**src/rtl/uart_pkg.sv**
```systemverilog
// -----------------------------------------------------------------------------
// uart_pkg
// Definitions shared by the UART RX, UART TX and TX arbiter blocks.
//   - tx_arb_state_t       : arbiter FSM state encoding (IDLE/START/WAIT/GAP)
//   - CLKS_PER_BIT_DEFAULT : default bit period in system clocks
//   - clog2 / max_int      : elaboration-time sizing helpers
// -----------------------------------------------------------------------------
package uart_pkg;

    // 100 MHz system clock at 115200 baud.
    localparam int CLKS_PER_BIT_DEFAULT = 868;

    typedef enum logic [1:0] {
        ST_IDLE  = 2'd0,
        ST_START = 2'd1,
        ST_WAIT  = 2'd2,
        ST_GAP   = 2'd3
    } tx_arb_state_t;

    // Ceiling log2; clog2(1) = 0.
    function automatic int clog2(input int value);
        int r;
        r = 0;
        for (int v = value - 1; v > 0; v = v >> 1) begin
            r = r + 1;
        end
        return r;
    endfunction

    function automatic int max_int(input int a, input int b);
        return (a > b) ? a : b;
    endfunction

endpackage

```
**src/rtl/rr_arbiter.sv**
```systemverilog
// -----------------------------------------------------------------------------
// rr_arbiter
// Combinational round-robin picker. The search starts at ptr+1, wraps modulo
// NUM_REQ and selects the first asserted request.
//   req : request vector
//   ptr : index of the most recent winner
//   gnt : one-hot grant (all zero when no request is asserted)
//   idx : encoded index of the winner (0 when no request is asserted)
// -----------------------------------------------------------------------------
module rr_arbiter
    import uart_pkg::*;
#(
    parameter  int NUM_REQ = 4,
    localparam int IW      = (clog2(NUM_REQ) > 1) ? clog2(NUM_REQ) : 1
) (
    input  logic [NUM_REQ-1:0] req,
    input  logic [IW-1:0]      ptr,
    output logic [NUM_REQ-1:0] gnt,
    output logic [IW-1:0]      idx
);

    logic          found;
    logic [IW-1:0] cand;

    always_comb begin
        gnt   = '0;
        idx   = '0;
        found = 1'b0;
        cand  = '0;
        for (int k = 1; k <= NUM_REQ; k++) begin
            cand = IW'((int'(ptr) + k) % NUM_REQ);
            if (!found && req[cand]) begin
                gnt[cand] = 1'b1;
                idx       = cand;
                found     = 1'b1;
            end
        end
    end

endmodule

```
**src/rtl/uart_tx_arbiter.sv**
```systemverilog
// -----------------------------------------------------------------------------
// uart_tx_arbiter
// Shares one UART transmitter between NUM_REQ byte requesters (round-robin).
//   clk, rst    : system clock, synchronous active-high reset
//   req_valid   : per-requester byte valid, held until accepted
//   req_data    : packed bytes, requester i at [8i+7:8i]
//   req_ready   : one-hot accept, only in IDLE and never while rst is high
//   tx_start    : one-cycle start pulse to the transmitter
//   tx_data     : byte to transmit, stable from tx_start until tx_done
//   tx_done     : end-of-stop-bit pulse from the transmitter
//   grant_id    : index of the requester owning the transmitter
//   busy        : high whenever the FSM is not idle
//   err_timeout : one-cycle pulse when no tx_done arrives in time
// -----------------------------------------------------------------------------
module uart_tx_arbiter
    import uart_pkg::*;
#(
    parameter  int NUM_REQ        = 4,
    parameter  int GAP_CYCLES     = 0,
    parameter  int TIMEOUT_CYCLES = 64,
    localparam int IW             = (clog2(NUM_REQ) > 1) ? clog2(NUM_REQ) : 1
) (
    input  logic                 clk,
    input  logic                 rst,
    input  logic [NUM_REQ-1:0]   req_valid,
    input  logic [NUM_REQ*8-1:0] req_data,
    output logic [NUM_REQ-1:0]   req_ready,
    output logic                 tx_start,
    output logic [7:0]           tx_data,
    input  logic                 tx_done,
    output logic [IW-1:0]        grant_id,
    output logic                 busy,
    output logic                 err_timeout
);

    // One counter serves both the WAIT timeout and the GAP delay.
    localparam int              CNT_MAX  = max_int(GAP_CYCLES, TIMEOUT_CYCLES);
    localparam int              CW       = max_int(1, clog2(CNT_MAX + 1));
    localparam logic [CW-1:0]   CNT_SAT  = CW'(CNT_MAX);
    localparam logic [CW-1:0]   TO_LAST  = CW'(TIMEOUT_CYCLES - 1);
    localparam logic [CW-1:0]   GAP_LAST = CW'((GAP_CYCLES > 0) ? GAP_CYCLES - 1 : 0);

    tx_arb_state_t state_q, state_d;
    logic [IW-1:0] ptr_q, ptr_d;
    logic [CW-1:0] cnt_q, cnt_d;
    logic [7:0]    tx_data_q, tx_data_d;
    logic [IW-1:0] grant_q, grant_d;

    logic [NUM_REQ-1:0] pick_gnt;
    logic [IW-1:0]      pick_idx;

    rr_arbiter #(
        .NUM_REQ (NUM_REQ)
    ) u_rr (
        .req (req_valid),
        .ptr (ptr_q),
        .gnt (pick_gnt),
        .idx (pick_idx)
    );

    always_comb begin
        state_d     = state_q;
        ptr_d       = ptr_q;
        cnt_d       = cnt_q;
        tx_data_d   = tx_data_q;
        grant_d     = grant_q;
        req_ready   = '0;
        err_timeout = 1'b0;

        case (state_q)
            ST_IDLE: begin
                if (!rst) begin
                    req_ready = pick_gnt;
                end
                if (|pick_gnt) begin
                    for (int i = 0; i < NUM_REQ; i++) begin
                        if (pick_gnt[i]) begin
                            tx_data_d = req_data[8*i +: 8];
                        end
                    end
                    grant_d = pick_idx;
                    ptr_d   = pick_idx;
                    state_d = ST_START;
                end
            end

            ST_START: begin
                cnt_d   = '0;
                state_d = ST_WAIT;
            end

            ST_WAIT: begin
                // A done arriving in the expiry cycle wins over the timeout.
                if (tx_done) begin
                    cnt_d   = '0;
                    state_d = (GAP_CYCLES > 0) ? ST_GAP : ST_IDLE;
                end else if (cnt_q == TO_LAST) begin
                    err_timeout = 1'b1;
                    cnt_d       = '0;
                    state_d     = ST_IDLE;
                end else if (cnt_q != CNT_SAT) begin
                    cnt_d = cnt_q + 1'b1;
                end
            end

            ST_GAP: begin
                if (cnt_q >= GAP_LAST) begin
                    cnt_d   = '0;
                    state_d = ST_IDLE;
                end else if (cnt_q != CNT_SAT) begin
                    cnt_d = cnt_q + 1'b1;
                end
            end

            default: begin
                state_d = ST_IDLE;
            end
        endcase
    end

    always_ff @(posedge clk) begin
        if (rst) begin
            state_q   <= ST_IDLE;
            ptr_q     <= IW'(NUM_REQ - 1);
            cnt_q     <= '0;
            tx_data_q <= 8'h00;
            grant_q   <= '0;
        end else begin
            state_q   <= state_d;
            ptr_q     <= ptr_d;
            cnt_q     <= cnt_d;
            tx_data_q <= tx_data_d;
            grant_q   <= grant_d;
        end
    end

    assign tx_start = (state_q == ST_START);
    assign busy     = (state_q != ST_IDLE);
    assign tx_data  = tx_data_q;
    assign grant_id = grant_q;

endmodule

```
**config.mk**
```make
export PLATFORM = sky130hd
export DESIGN_NAME = uart_tx_arbiter
export DESIGN_NICKNAME = d
export VERILOG_FILES = /design/src/rtl/uart_pkg.sv /design/src/rtl/rr_arbiter.sv /design/src/rtl/uart_tx_arbiter.sv
export SDC_FILE = /design/constraint.sdc
export NUM_CORES = 1
export LEC_CHECK = 0
export ABC_CLOCK_PERIOD_IN_PS = 4000
export CORE_ASPECT_RATIO = 2
export CORE_UTILIZATION = 25
export DETAILED_ROUTE_END_ITERATION = 6
export PLACE_DENSITY_LB_ADDON = 0.08
export SETUP_SLACK_MARGIN = 0.02
export SLEW_MARGIN = 20
export SYNTH_ARGS = -nofsm -noshare
export SYNTH_HDL_FRONTEND = slang
export SYNTH_SLANG_ARGS = --single-unit
```
**constraint.sdc**
```tcl
create_clock -name clk -period 4 [get_ports clk]
set_input_delay 0.6 -clock clk [delete_from_list [all_inputs] [get_ports clk]]
set_output_delay 0.6 -clock clk [all_outputs]
set_load 0.005 [all_outputs]
```
## Yosys cells after proc, flatten, opt, wreduce, memory -nomap -nowiden

Cells that the tools add are included.

| cells by class | value |
|---|---|
| reduce and logical (&&, ||, !) cells | 18 |
| multipliers | 0 |
| $lt $le $gt $ge | 9 |
| divide/modulo/power cells | 0 |
| add/sub/neg operators | 5 |
| bitwise operators | 3 |
| equality and inequality tests | 8 |
| shift operators | 0 |
| multiplexer cells | 46 |

Operators with widths:

| kind | count |
|---|---|
| 2-to-1 mux 8 bit | 4 |
| 2-to-1 mux 7 bit | 4 |
| 2-to-1 mux 4 bit | 6 |
| case mux 7 bit (3 select lines) | 1 |
| 2-to-1 mux 2 bit | 8 |
| 2-to-1 mux 1 bit | 14 |
| less-than comparator 2 x 3 -> 1 bit (second input constant) | 4 |
| bitwise OR 4 bit | 3 |
| binary-select mux 1 bit (select 2 bit) | 4 |
| demux 1 bit (select 2 bit) | 4 |
| >= comparator 2 x 1 -> 1 bit (second input constant) | 4 |
| case mux 2 bit (4 select lines) | 1 |
| adder 7 x 1 -> 7 bit (second input constant) | 1 |
| == test 7 x 6 -> 1 bit (second input constant) | 1 |
| >= comparator 7 x 1 -> 1 bit (second input constant) | 1 |
| logical AND 1 bit | 7 |
| != test 7 bit (second input constant) | 1 |
| AND reduction 3 bit | 2 |
| adder 2 x 1 -> 2 bit (second input constant) | 2 |
| adder 2 bit (second input constant) | 2 |
| == test 2 bit (second input constant) | 2 |
| != test 2 bit (second input constant) | 2 |
| nonzero test 4 bit | 1 |
| OR reduction 4 bit | 1 |
| 7 further kinds | 9 |

| storage, ports and cells | value |
|---|---|
| memories | 0 |
| bits in registers | 21 |
| bits in latches | 0 |
| memory bits (writable) | 0 |
| memory bits (read-only) | 0 |

## Depth between registers and ports, before layout

Gate-level depths: netlist (run 1).

| depth | value |
|---|---|
| word-level depth | 17 |
| mapped depth | 12 |

## By module

A second synthesis (run 1) with hierarchy kept.

| unflattened totals | value |
|---|---|
| cell total of the unflattened synthesis | 203 |
| area, all modules | 1731.7 um^2 |

Modules (own cells, without submodules):

| module | cells an instance | area each (um^2) | times used | sequential area each (um^2) |
|---|---|---|---|---|
| uart_tx_arbiter | 144 | 1241.2 | 1 | 420.4 |
| rr_arbiter | 59 | 490.5 | 1 | 0.0 |

## Worst setup path after synthesis (run 1)

Ideal clock, no wire load.

| timing path | value |
|---|---|
| path kind | register to output |
| start point | register ptr_q[0] |
| end point | output port req_ready[2] |
| slack | 0.659 ns |
| data required time | 3.400 ns |
| buffers on the path | 3 |
| cell stages (with the launch flop) | 11 |
| arrival | 2.741 ns |
| cell sequence | dfxtp_1 -> buf_2 -> inv_1 -> ha_1 -> clkbuf_2 -> nor2b_1 -> a211oi_1 -> a311oi_4 -> a221oi_4 -> clkbuf_1 -> nor2_1 |

| between the ends | value |
|---|---|
| longest elaborated chain between the ends | 15 |

RTL lines:

| element | line | source |
|---|---|---|
| start: declaration | uart_tx_arbiter.sv:44 | `logic [IW-1:0] ptr_q, ptr_d;` |
| start signal: assignment | uart_tx_arbiter.sv:124 | `ptr_q <= IW'(NUM_REQ - 1);` |
| start signal: assignment | uart_tx_arbiter.sv:130 | `ptr_q <= ptr_d;` |
| branches (longest 12 deep; another with less-than comparator 2 x 3 -> 1 bit) | n/a |  |
| 2-to-1 mux 4 bit (*) | rr_arbiter.sv:32 | `if (!found && req[cand]) begin` |
| 2-to-1 mux 4 bit (*) | uart_tx_arbiter.sv:72 | `if (!rst) begin` |
| 2-to-1 mux 4 bit (*) | uart_tx_arbiter.sv:70 | `case (state_q)` |
| end: declaration | uart_tx_arbiter.sv:27 | `output logic [NUM_REQ-1:0] req_ready,` |

Mark *: on every way between the ends. The select of a mux whose other input is x is not followed.

## Worst setup path in the final report (run 1)

| timing path | value |
|---|---|
| start point | input port req_valid[3] |
| end point | output port req_ready[0] |

| between the ends | value |
|---|---|
| longest elaborated chain between the ends | 14 |

RTL lines:

| element | line | source |
|---|---|---|
| start: declaration | uart_tx_arbiter.sv:25 | `input logic [NUM_REQ-1:0] req_valid,` |
| binary-select mux 1 bit (select 2 bit) | rr_arbiter.sv:32 |  |
| 2-to-1 mux 1 bit (not written as such) | rr_arbiter.sv:32 |  |
| 2-to-1 mux 1 bit | rr_arbiter.sv:32 |  |
| zero test 1 bit | rr_arbiter.sv:32 |  |
| logical AND 1 bit | rr_arbiter.sv:32 |  |
| 2-to-1 mux 1 bit | rr_arbiter.sv:32 |  |
| zero test 1 bit | rr_arbiter.sv:32 |  |
| logical AND 1 bit | rr_arbiter.sv:32 |  |
| 2-to-1 mux 1 bit | rr_arbiter.sv:32 |  |
| zero test 1 bit | rr_arbiter.sv:32 |  |
| logical AND 1 bit | rr_arbiter.sv:32 |  |
| 2-to-1 mux 4 bit (*) | rr_arbiter.sv:32 |  |
| 2-to-1 mux 4 bit (*) | uart_tx_arbiter.sv:72 |  |
| 2-to-1 mux 4 bit (*) | uart_tx_arbiter.sv:70 |  |

Every way passes the cells marked *; elsewhere a longest branch is shown, timed or not. The select of a mux whose other input is x is not followed.

==> flow_metrics.env, run 1 <==
export IMPL_cp_top_family="buffers and inverters"
export IMPL_cts_root_buf="clkbuf_16"
export IMPL_synth_distinct_cells=49
export IMPL_layout_setup_ws_ns=0.285
export IMPL_htree_levels=1
export IMPL_core_area_sq_um=6940
export IMPL_drc=0
export IMPL_n_antenna_cell=0
export IMPL_synth_common_cells="nand2_1, dfxtp_1, o21ai_0"
export IMPL_synth_top_area_share_pct=23.3
export IMPL_fin_crit_ns=3.71
export IMPL_yosys_warnings=0
export IMPL_place_inst=350
export IMPL_slew_headroom_pct=65.2
export IMPL_ys_flop_type="dfxtp_1"
export IMPL_cts_tree="yes"
export IMPL_period_share_pct=92.9
export IMPL_numCtsBuffers=3
export IMPL_critPathLaunch="req_valid[3]"
export IMPL_endpoint="req_ready[0]"
export IMPL_cp_num_cells=7
export IMPL_path_clk_slew_ns=0.06
export IMPL_synth_cell_area_sq_um=1800
export IMPL_cp_cell_sequence="clkdlybuf4s50_1 > or3b_1 > a2111oi_2 > or2_1 > a221oi_2 > nor2_1 > clkdlybuf4s50_1"
export IMPL_cts_sinks=21
export IMPL_firstDrtPassIters=4
export IMPL_clock_latency_ns=0.26
export IMPL_cp_slowest_cell="clkdlybuf4s50_1"
export IMPL_clock_skew_ns=0.00360
export IMPL_crit_path_end_kind="output port"
export IMPL_rsz0062_at_grt="false"
export IMPL_slew_violations=0
export IMPL_synth_seq_area_share_pct=23.3
export IMPL_die_y_um=122
export IMPL_dieArea_sq_um=7570
export IMPL_synth_cells=210
export IMPL_worstSetupPathType="in -> out"
export IMPL_crit_top_cell="clkdlybuf4s50_1"
export IMPL_grt_pass1_vias=1740
export IMPL_post_cts_resized=0
export IMPL_outcome="finished, final reports clean"
export IMPL_syn_avg_cell_area_sq_um=8.58
export IMPL_ys_ff_latch=21
export IMPL_die_w_um=62.0
export IMPL_hp_class="reg -> reg"
export IMPL_syn2layout_area_growth_pct=39.6
export IMPL_rows=43
export IMPL_routedWlPerCell_um=15.6
export IMPL_wl_um=5540
export IMPL_io_pins=56
export IMPL_setup_viol=0
export IMPL_grt_pass1_wl_um=8540
export IMPL_ant_nets=0
export IMPL_synth_fp_nets=259
export IMPL_layout_nets=314
export IMPL_cp_data_required_time_ns=3.40
export IMPL_r2r_slack_ns=0.94
export IMPL_power_leakage_nw=0.984
export IMPL_crit_fanout=10
export IMPL_layout_drive_gt1_share_pct=15.5
export IMPL_r2r_cells=11
export IMPL_initial_utilization_pct=26.0
export IMPL_drt_iter0_drc=44
export IMPL_synth_most_common_cell="nand2_1"
export IMPL_grt_overflow_total=0
export IMPL_clock_path_buffers=2
export IMPL_place_congestion=0.768
export IMPL_r2r_end="tx_data[3]"
export IMPL_postCtsHoldBufs=0
export IMPL_grt_max_degree=20
export IMPL_fmax_ghz=0.269
export IMPL_maxCapViolations=0
export IMPL_cp_arrival_ns=3.11
export IMPL_synth_edf_count=0
export IMPL_cellPowerDensity_nw_per_um2=666
export IMPL_synth_area_leaders="dfxtp_1, ha_1, a311oi_2, o21ai_0, mux2i_1"
export IMPL_finalHoldViolCount=0
export IMPL_synth_top_cell_by_area="dfxtp_1"
export IMPL_tightest_slew_ns=0.523
export IMPL_antenna_found_initial=0
export IMPL_via_per_inst=4.81
export IMPL_setup_tns_ns=0
export IMPL_crit_buf_inv=2
export IMPL_reg2reg_from="ptr_q[0]"
export IMPL_post_dp_hpwl_um=4270
export IMPL_grt_use_total_pct=15.5
export IMPL_whs_path_depth=2
export IMPL_preCtsSetupSlack_ns=0.268
export IMPL_vdd_drop_max_mv=0.319
export IMPL_critPathMaxStageDelay_ns=0.54
export IMPL_io_buffers=55
export IMPL_post_cts_buffers=0
export IMPL_dr_total_vias=1704
export IMPL_synthArstFlopShare_pct=0
export IMPL_start_kind="input port"
export IMPL_instances_no_fill=354
## cells by family (layout without fill, tap and decap cells)
| logic type | Yosys count | after routing | synth area share (%) |
|---|---|---|---|
| flip-flops | 21 | 21 | 23.3 |
| XOR/XNOR | 2 | 2 | 0.972 |
| AO/OA/AOI/OAI | 63 | 63 | 30.4 |
| buffers and inverters | 26 | 80 | 8.61 |
| multiplexers | 13 | 13 | 8.75 |
| AND/OR/NAND/NOR | 75 | 75 | 21.0 |
| adder cells (fa/ha/maj) | 10 | 10 | 6.94 |
## per-layer routing
layer  part of all wire [%]  wire length (um)  track usage [%]
met4                    2.2               123             6.25
met3                    3.0               168             1.80
met5                      0                 0                0
met1                     36              1990             15.6
met2                     59              3260             29.7
## area by class of cell
cell class,count,area [sq um]
inverter,12,45.0
sequential,21,420
multi-input combinational,163,1230
timing repair buffer,64,631
tap,90,113
clock buffer,3,75.1
fill,718,4430
clock inverter,1,5.00
## power breakdown
group	leakage [nW]	internal [mW]	total [mW]	switching, mW
Sequential	0.173	0.267	0.304	0.0370
Clock	0.0409	0.135	0.222	0.0873
Combinational	0.771	0.533	1.15	0.617
Total	0.984	0.934	1.68	0.741
## cell usage in the layout (no fill, tap or decap), types with 4 or more instances in the layout
master / Yosys / layout
nand2_1: 24 / 24
a21o_1: 8 / 8
nor2_1: 16 / 16
buf_4: 0 / 8
a21oi_1: 10 / 10
inv_1: 12 / 12
nor2_2: 7 / 7
clkdlybuf4s50_1: 0 / 55
a311oi_2: 7 / 7
nand3b_1: 4 / 4
ha_1: 10 / 10
o21ai_0: 19 / 19
dfxtp_1: 21 / 21
mux2i_1: 9 / 9
## stage by stage
| stage | hold slack, ns | power (mW) | cell area [sq um] | util (%) |
|---|---|---|---|---|
| finish | 0.449 | 1.68 | 2510 | 36.2 |
| global route | 0.475 | 1.82 | 2510 | 36.2 |
| CTS | 0.451 | 1.70 | 2510 | 36.2 |
| detailed placement | 0.442 | 1.47 | 2430 | 35.1 |
| floorplan | 0.416 | 1.12 | 1800 | - |
| global placement | 0.443 | 1.48 | 2430 | 35.1 |
## worst register-to-register path, stage by stage (launching register included)
cell and delay, ns:
dfxtp_1 0.32, inv_1 0.13, ha_1 0.48, nor2b_1 0.21
a211oi_1 0.13, a311oi_4 0.54, a221oi_2 0.13, buf_4 0.21
a41oi_4 0.31, buf_12 0.23, nor2_2 0.05, a311oi_2 0.23
## worst min-delay path by stage
stage	startpoint	endpoint	slack, ns
after floorplan	cnt_q[6]	cnt_q[6]	0.42
after global placement	cnt_q[6]	cnt_q[6]	0.44
after detailed placement	cnt_q[6]	cnt_q[6]	0.44
after CTS	cnt_q[6]	cnt_q[6]	0.45
after global routing	cnt_q[6]	cnt_q[6]	0.47
final	cnt_q[6]	cnt_q[6]	0.45
## state kept, by name (all words and copies together) (netlist names)
name	count
grant_id	2
cnt_q	7
state_q	2
tx_data	8
ptr_q	2
(Power assumes the default switching activity.)
==> inputs of run 2 (changes only) <==
CORE_MARGIN = 3   (was unset)
PLACE_DENSITY = 0.48   (was unset)
PLACE_DENSITY_LB_ADDON = unset   (was 0.08)
==> run 2 against run 1 <==
Against the previous run:
- clock power down 4%
- sequential share of layout area unchanged
- utilization down 0.28 points
- wire length down 3.9%
- global-route usage down 2.0 points
- count of clock-buffer cells in the layout unchanged
- critical path type unchanged
- critical endpoint unchanged
- largest cell class unchanged
- highest routed layer unchanged
==> flow_metrics.env, run 2 (synthesized netlist as in run 1, its figures left out) <==
export IMPL_outcome="finished, final reports clean"
export IMPL_slew_violations=0
export IMPL_rsz0062_at_grt="false"
export IMPL_cts_root_buf="clkbuf_16"
export IMPL_final_core_util_pct=36.0
export IMPL_grt_overflow_total=0
export IMPL_start_kind="input port"
export IMPL_die_y_um=126
export IMPL_firstDrtPassIters=5
export IMPL_final_cell_mix="clkdlybuf4s50_1, nand2_1, dfxtp_1, o21ai_0, nor2_1"
export IMPL_timing_hold_ws_ns=0.471
export IMPL_slew_headroom_pct=53.7
export IMPL_rows=43
export IMPL_cp_data_required_time_ns=3.40
export IMPL_clock_path_buffers=2
export IMPL_numCtsBuffers=3
export IMPL_initial_utilization_pct=25.8
export IMPL_die_w_um=66.0
export IMPL_setup_viol=0
export IMPL_p_sw_share_pct=43.8
export IMPL_cp_arrival_ns=3.12
export IMPL_p_int_mw=0.932
export IMPL_pwr_share_comb_pct=68.7
export IMPL_clock_latency_ns=0.25
export IMPL_crit_path_end_kind="output port"
export IMPL_cts_sinks=21
export IMPL_vdd_drop_max_mv=0.232
export IMPL_routedWlPerCell_um=15.0
export IMPL_ant_nets=0
export IMPL_tightest_slew_ns=0.692
export IMPL_io_buffers=55
export IMPL_syn2layout_area_growth_pct=39.6
export IMPL_layout_drive_gt1_share_pct=15.5
export IMPL_grt_pass1_vias=1770
export IMPL_dr_total_vias=1730
export IMPL_crit_fanout=10
export IMPL_dieArea_sq_um=8320
export IMPL_placed_cell_area_sq_um=2430
export IMPL_place_congestion=0.877
export IMPL_path_clk_slew_ns=0.06
export IMPL_grt_max_degree=24
export IMPL_post_cts_buffers=0
export IMPL_grt_pass1_wl_um=8800
export IMPL_via_per_inst=4.89
export IMPL_clock_skew_ns=0.00355
export IMPL_power_leakage_nw=0.984
export IMPL_period_share_pct=92.9
export IMPL_postCtsHoldBufs=0
export IMPL_cellPowerDensity_nw_per_um2=660
export IMPL_core_area_sq_um=6990
export IMPL_post_dp_hpwl_um=4290
export IMPL_io_pins=56
export IMPL_p_sw_mw=0.728
export IMPL_antenna_found_initial=0
export IMPL_worstSetupPathType="in -> out"
export IMPL_final_area_sq_um=2510
export IMPL_finalHoldViolCount=0
export IMPL_fin_crit_ns=3.72
export IMPL_fmax_ghz=0.269
export IMPL_grt_use_total_pct=13.5
export IMPL_wl_um=5320
export IMPL_post_cts_resized=0
export IMPL_layout_commonest_cell="clkdlybuf4s50_1"
export IMPL_maxCapViolations=0
export IMPL_layout_nets=314
export IMPL_clockPowerShare_pct=12.9
export IMPL_drc=0
export IMPL_largest_register_ffs=8
export IMPL_setup_tns_ns=0
export IMPL_cts_tree="yes"
export IMPL_drt_iter0_drc=56
export IMPL_pwr_share_seq_pct=18.4
export IMPL_htree_levels=1
export IMPL_hp_class="reg -> reg"
export IMPL_n_antenna_cell=0
-- run 2: final timing paths --
check	start	cells past startpoint	endpoint	slack, ns
max	req_valid[3]	7	req_ready[0]	0.28
min	cnt_q[6]	2	cnt_q[6]	0.47
max reg2reg	ptr_q[0]	12	ptr_q[1]	0.90
min reg2reg	cnt_q[6]	2	cnt_q[6]	0.47
-- run 2: cell type report --
| cell class | instances | area, sq um |
|---|---|---|
| Fill cell | 754 | 4480 |
| Multi-Input combinational cell | 163 | 1230 |
| Timing Repair Buffer | 64 | 631 |
| Sequential cell | 21 | 420 |
| Tap cell | 90 | 113 |
| Clock buffer | 3 | 75.1 |
| Inverter | 12 | 45.0 |
| Clock inverter | 1 | 5.00 |
-- run 2: power groups by stage --
stage	Sequential [mW]	Clock, mW	Combinational [mW]
3_5_place_dp	0.310	0	1.16
4_1_cts	0.306	0.222	1.16
3_3_place_gp	0.310	0	1.15
2_1_floorplan	0.319	0	0.798
5_1_grt	0.313	0.228	1.27
6_report	0.305	0.214	1.14
-- run 2: worst max-delay path: stages --
cell and delay (ns):
clkdlybuf4s50_1 0.55, or3b_1 0.42, a2111oi_2 0.39, or2_1 0.35, a221oi_2 0.18, nor2_1 0.12, clkdlybuf4s50_1 0.50
-- run 2: per-stage QoR --
stage	cells	setup WS, ns	total power [mW]
CTS	354	0.276	1.69
detailed placement	350	0.285	1.47
global placement	350	0.323	1.46
global route	354	0.129	1.81
floorplan	210	0.659	1.12
finish	354	0.285	1.66
-- run 2: routing by layer --
| metal | vias up | share of wire (%) | GRT usage (%) |
|---|---|---|---|
| met4 | 0 | 1.5 | 4.31 |
| met3 | 8 | 4.2 | 1.96 |
| li1 | 865 | - | - |
| met1 | 815 | 34 | 13.5 |
| met2 | 42 | 60 | 26.9 |
| met5 | - | 0 | 0 |
==> inputs of run 3 (changes only) <==
CORE_UTILIZATION = 40   (was 25)
PLACE_DENSITY = 0.7   (was 0.48)
==> run 3 against run 2 <==
Against the previous run:
- design area is 3.7% lower
- combinational power hardly changed
- non-clock buffer count unchanged
- flip-flop and latch count unchanged
- hold slack better by 0.0047 ns
- sequential share of layout area up 0.65 points
- wire length decreased by 9.3%
- global-route usage increased by 5.8 points
- critical endpoint unchanged
- via count fell by 0.46%
==> flow_metrics.env, run 3 (synthesized netlist as in run 1, its figures left out) <==
export IMPL_io_pins=56
export IMPL_dr_total_vias=1722
export IMPL_cts_sinks=21
export IMPL_grt_pass1_vias=1694
export IMPL_cp_top_family="buffers and inverters"
export IMPL_crit_path_end_kind="output port"
export IMPL_io_buffers=55
export IMPL_crit_buf_inv=2
export IMPL_crit_fanout=10
export IMPL_clock_skew_ns=0.00485
export IMPL_n_antenna_cell=0
export IMPL_antenna_found_initial=0
export IMPL_vdd_drop_max_mv=0.316
export IMPL_post_dp_hpwl_um=3790
export IMPL_rsz0062_at_grt="false"
export IMPL_initial_utilization_pct=42.8
export IMPL_cp_slowest_cell="clkdlybuf4s50_1"
export IMPL_layout_commonest_cell="clkdlybuf4s50_1"
export IMPL_tightest_slew_ns=0.652
export IMPL_power_leakage_nw=0.964
export IMPL_place_congestion=0.865
export IMPL_core_area_sq_um=4210
export IMPL_postCtsHoldBufs=0
export IMPL_clock_path_buffers=2
export IMPL_cp_arrival_ns=3.09
export IMPL_post_cts_buffers=0
export IMPL_firstDrtPassIters=4
export IMPL_finalHoldViolCount=0
export IMPL_wl_um=4820
export IMPL_grt_max_degree=19
export IMPL_layout_nets=314
export IMPL_syn2layout_area_growth_pct=34.4
export IMPL_ant_nets=0
export IMPL_setup_viol=0
export IMPL_cts_root_buf="clkbuf_8"
export IMPL_htree_levels=1
export IMPL_final_core_util_pct=57.5
export IMPL_period_share_pct=92.4
export IMPL_crit_top_cell="clkdlybuf4s50_1"
export IMPL_layout_drive_gt1_share_pct=15.5
export IMPL_worstSetupPathType="in -> out"
export IMPL_path_clk_slew_ns=0.08
export IMPL_numCtsBuffers=3
export IMPL_fmax_ghz=0.271
export IMPL_slew_violations=0
export IMPL_grt_use_total_pct=19.3
export IMPL_cp_cell_sequence="clkdlybuf4s50_1 > or3b_1 > a2111oi_2 > or2_1 > a221oi_2 > nor2_1 > clkdlybuf4s50_1"
export IMPL_setup_tns_ns=0
export IMPL_routedWlPerCell_um=15.3
export IMPL_cellPowerDensity_nw_per_um2=642
export IMPL_critPathMaxStageDelay_ns=0.54
export IMPL_preCtsSetupSlack_ns=0.308
export IMPL_drc=0
export IMPL_outcome="finished, final reports clean"
export IMPL_grt_overflow_total=0
export IMPL_post_cts_resized=0
export IMPL_hp_class="reg -> reg"
export IMPL_final_cell_mix="clkdlybuf4s50_1, nand2_1, dfxtp_1, o21ai_0, nor2_1"
export IMPL_rows=33
export IMPL_drt_iter0_drc=32
export IMPL_via_per_inst=5.45
export IMPL_cts_tree="yes"
export IMPL_largest_register_ffs=8
export IMPL_maxCapViolations=0
export IMPL_fillers=426
export IMPL_cp_data_required_time_ns=3.40
export IMPL_grt_pass1_wl_um=7850
export IMPL_die_w_um=53.5
export IMPL_fin_crit_ns=3.69
export IMPL_start_kind="input port"
export IMPL_layout_setup_ws_ns=0.305
export IMPL_clock_latency_ns=0.27
export IMPL_dieArea_sq_um=5390
export IMPL_slew_headroom_pct=56.3
export IMPL_die_y_um=101
-- run 3: cell types whose count changed in the layout (fill, tap and decap cells not counted) --
cell,change
clkbuf_16,-3
buf_12,-1
clkbuf_8,+3
buf_4,+1
-- run 3: layout make-up --
cell class                      count  area (sq um)  area share, %
Timing Repair Buffer               64           618           25.5
Clock buffer                        3          41.3           1.71
Sequential cell                    21           420           17.4
Clock inverter                      1          5.00          0.207
Multi-Input combinational cell    163          1230           50.6
Tap cell                           52          65.1           2.69
Inverter                           12          45.0           1.86
-- run 3: worst register-to-register path, stage by stage, from the launching register on --
cell and delay [ns]:
dfxtp_1 0.33, inv_1 0.13, ha_1 0.43, nor2b_1 0.18, a211oi_1 0.40, a311oi_4 0.14
a221oi_2 0.30, buf_4 0.28, a41oi_4 0.14, buf_4 0.22, and3_1 0.18, o21ai_0 0.22
-- run 3: path summary, 6_finish.rpt --
path                              startpoint      endpoint  slack (ns)  cells past startpoint
worst max-delay path            req_valid[3]  req_ready[0]        0.31                      7
worst min-delay path                cnt_q[6]      cnt_q[6]        0.48                      2
worst max register to register      ptr_q[0]      ptr_q[0]        0.96                     11
worst min register to register      cnt_q[6]      cnt_q[6]        0.48                      2
-- run 3: where the power goes --
part	internal [mW]	switching [mW]	leakage [nW]
Clock	0.0697	0.0754	0.0255
Combinational	0.513	0.592	0.766
Sequential	0.267	0.0364	0.173
-- run 3: through the flow --
stage               area, sq um  std cells  total power [mW]  hold slack [ns]
CTS                        2420        316              1.57            0.466
global route               2420        316              1.69            0.506
global placement           2370        312              1.39            0.444
floorplan                  1800        210              1.12            0.416
finish                     2420        316              1.55            0.476
detailed placement         2370        312              1.42            0.456
-- run 3: metal layers --
metal  wire, um  GRT usage, %
met1       1880          21.8
met5          0             0
met2       2700          34.9
met4        115          7.87
met3        127          2.07
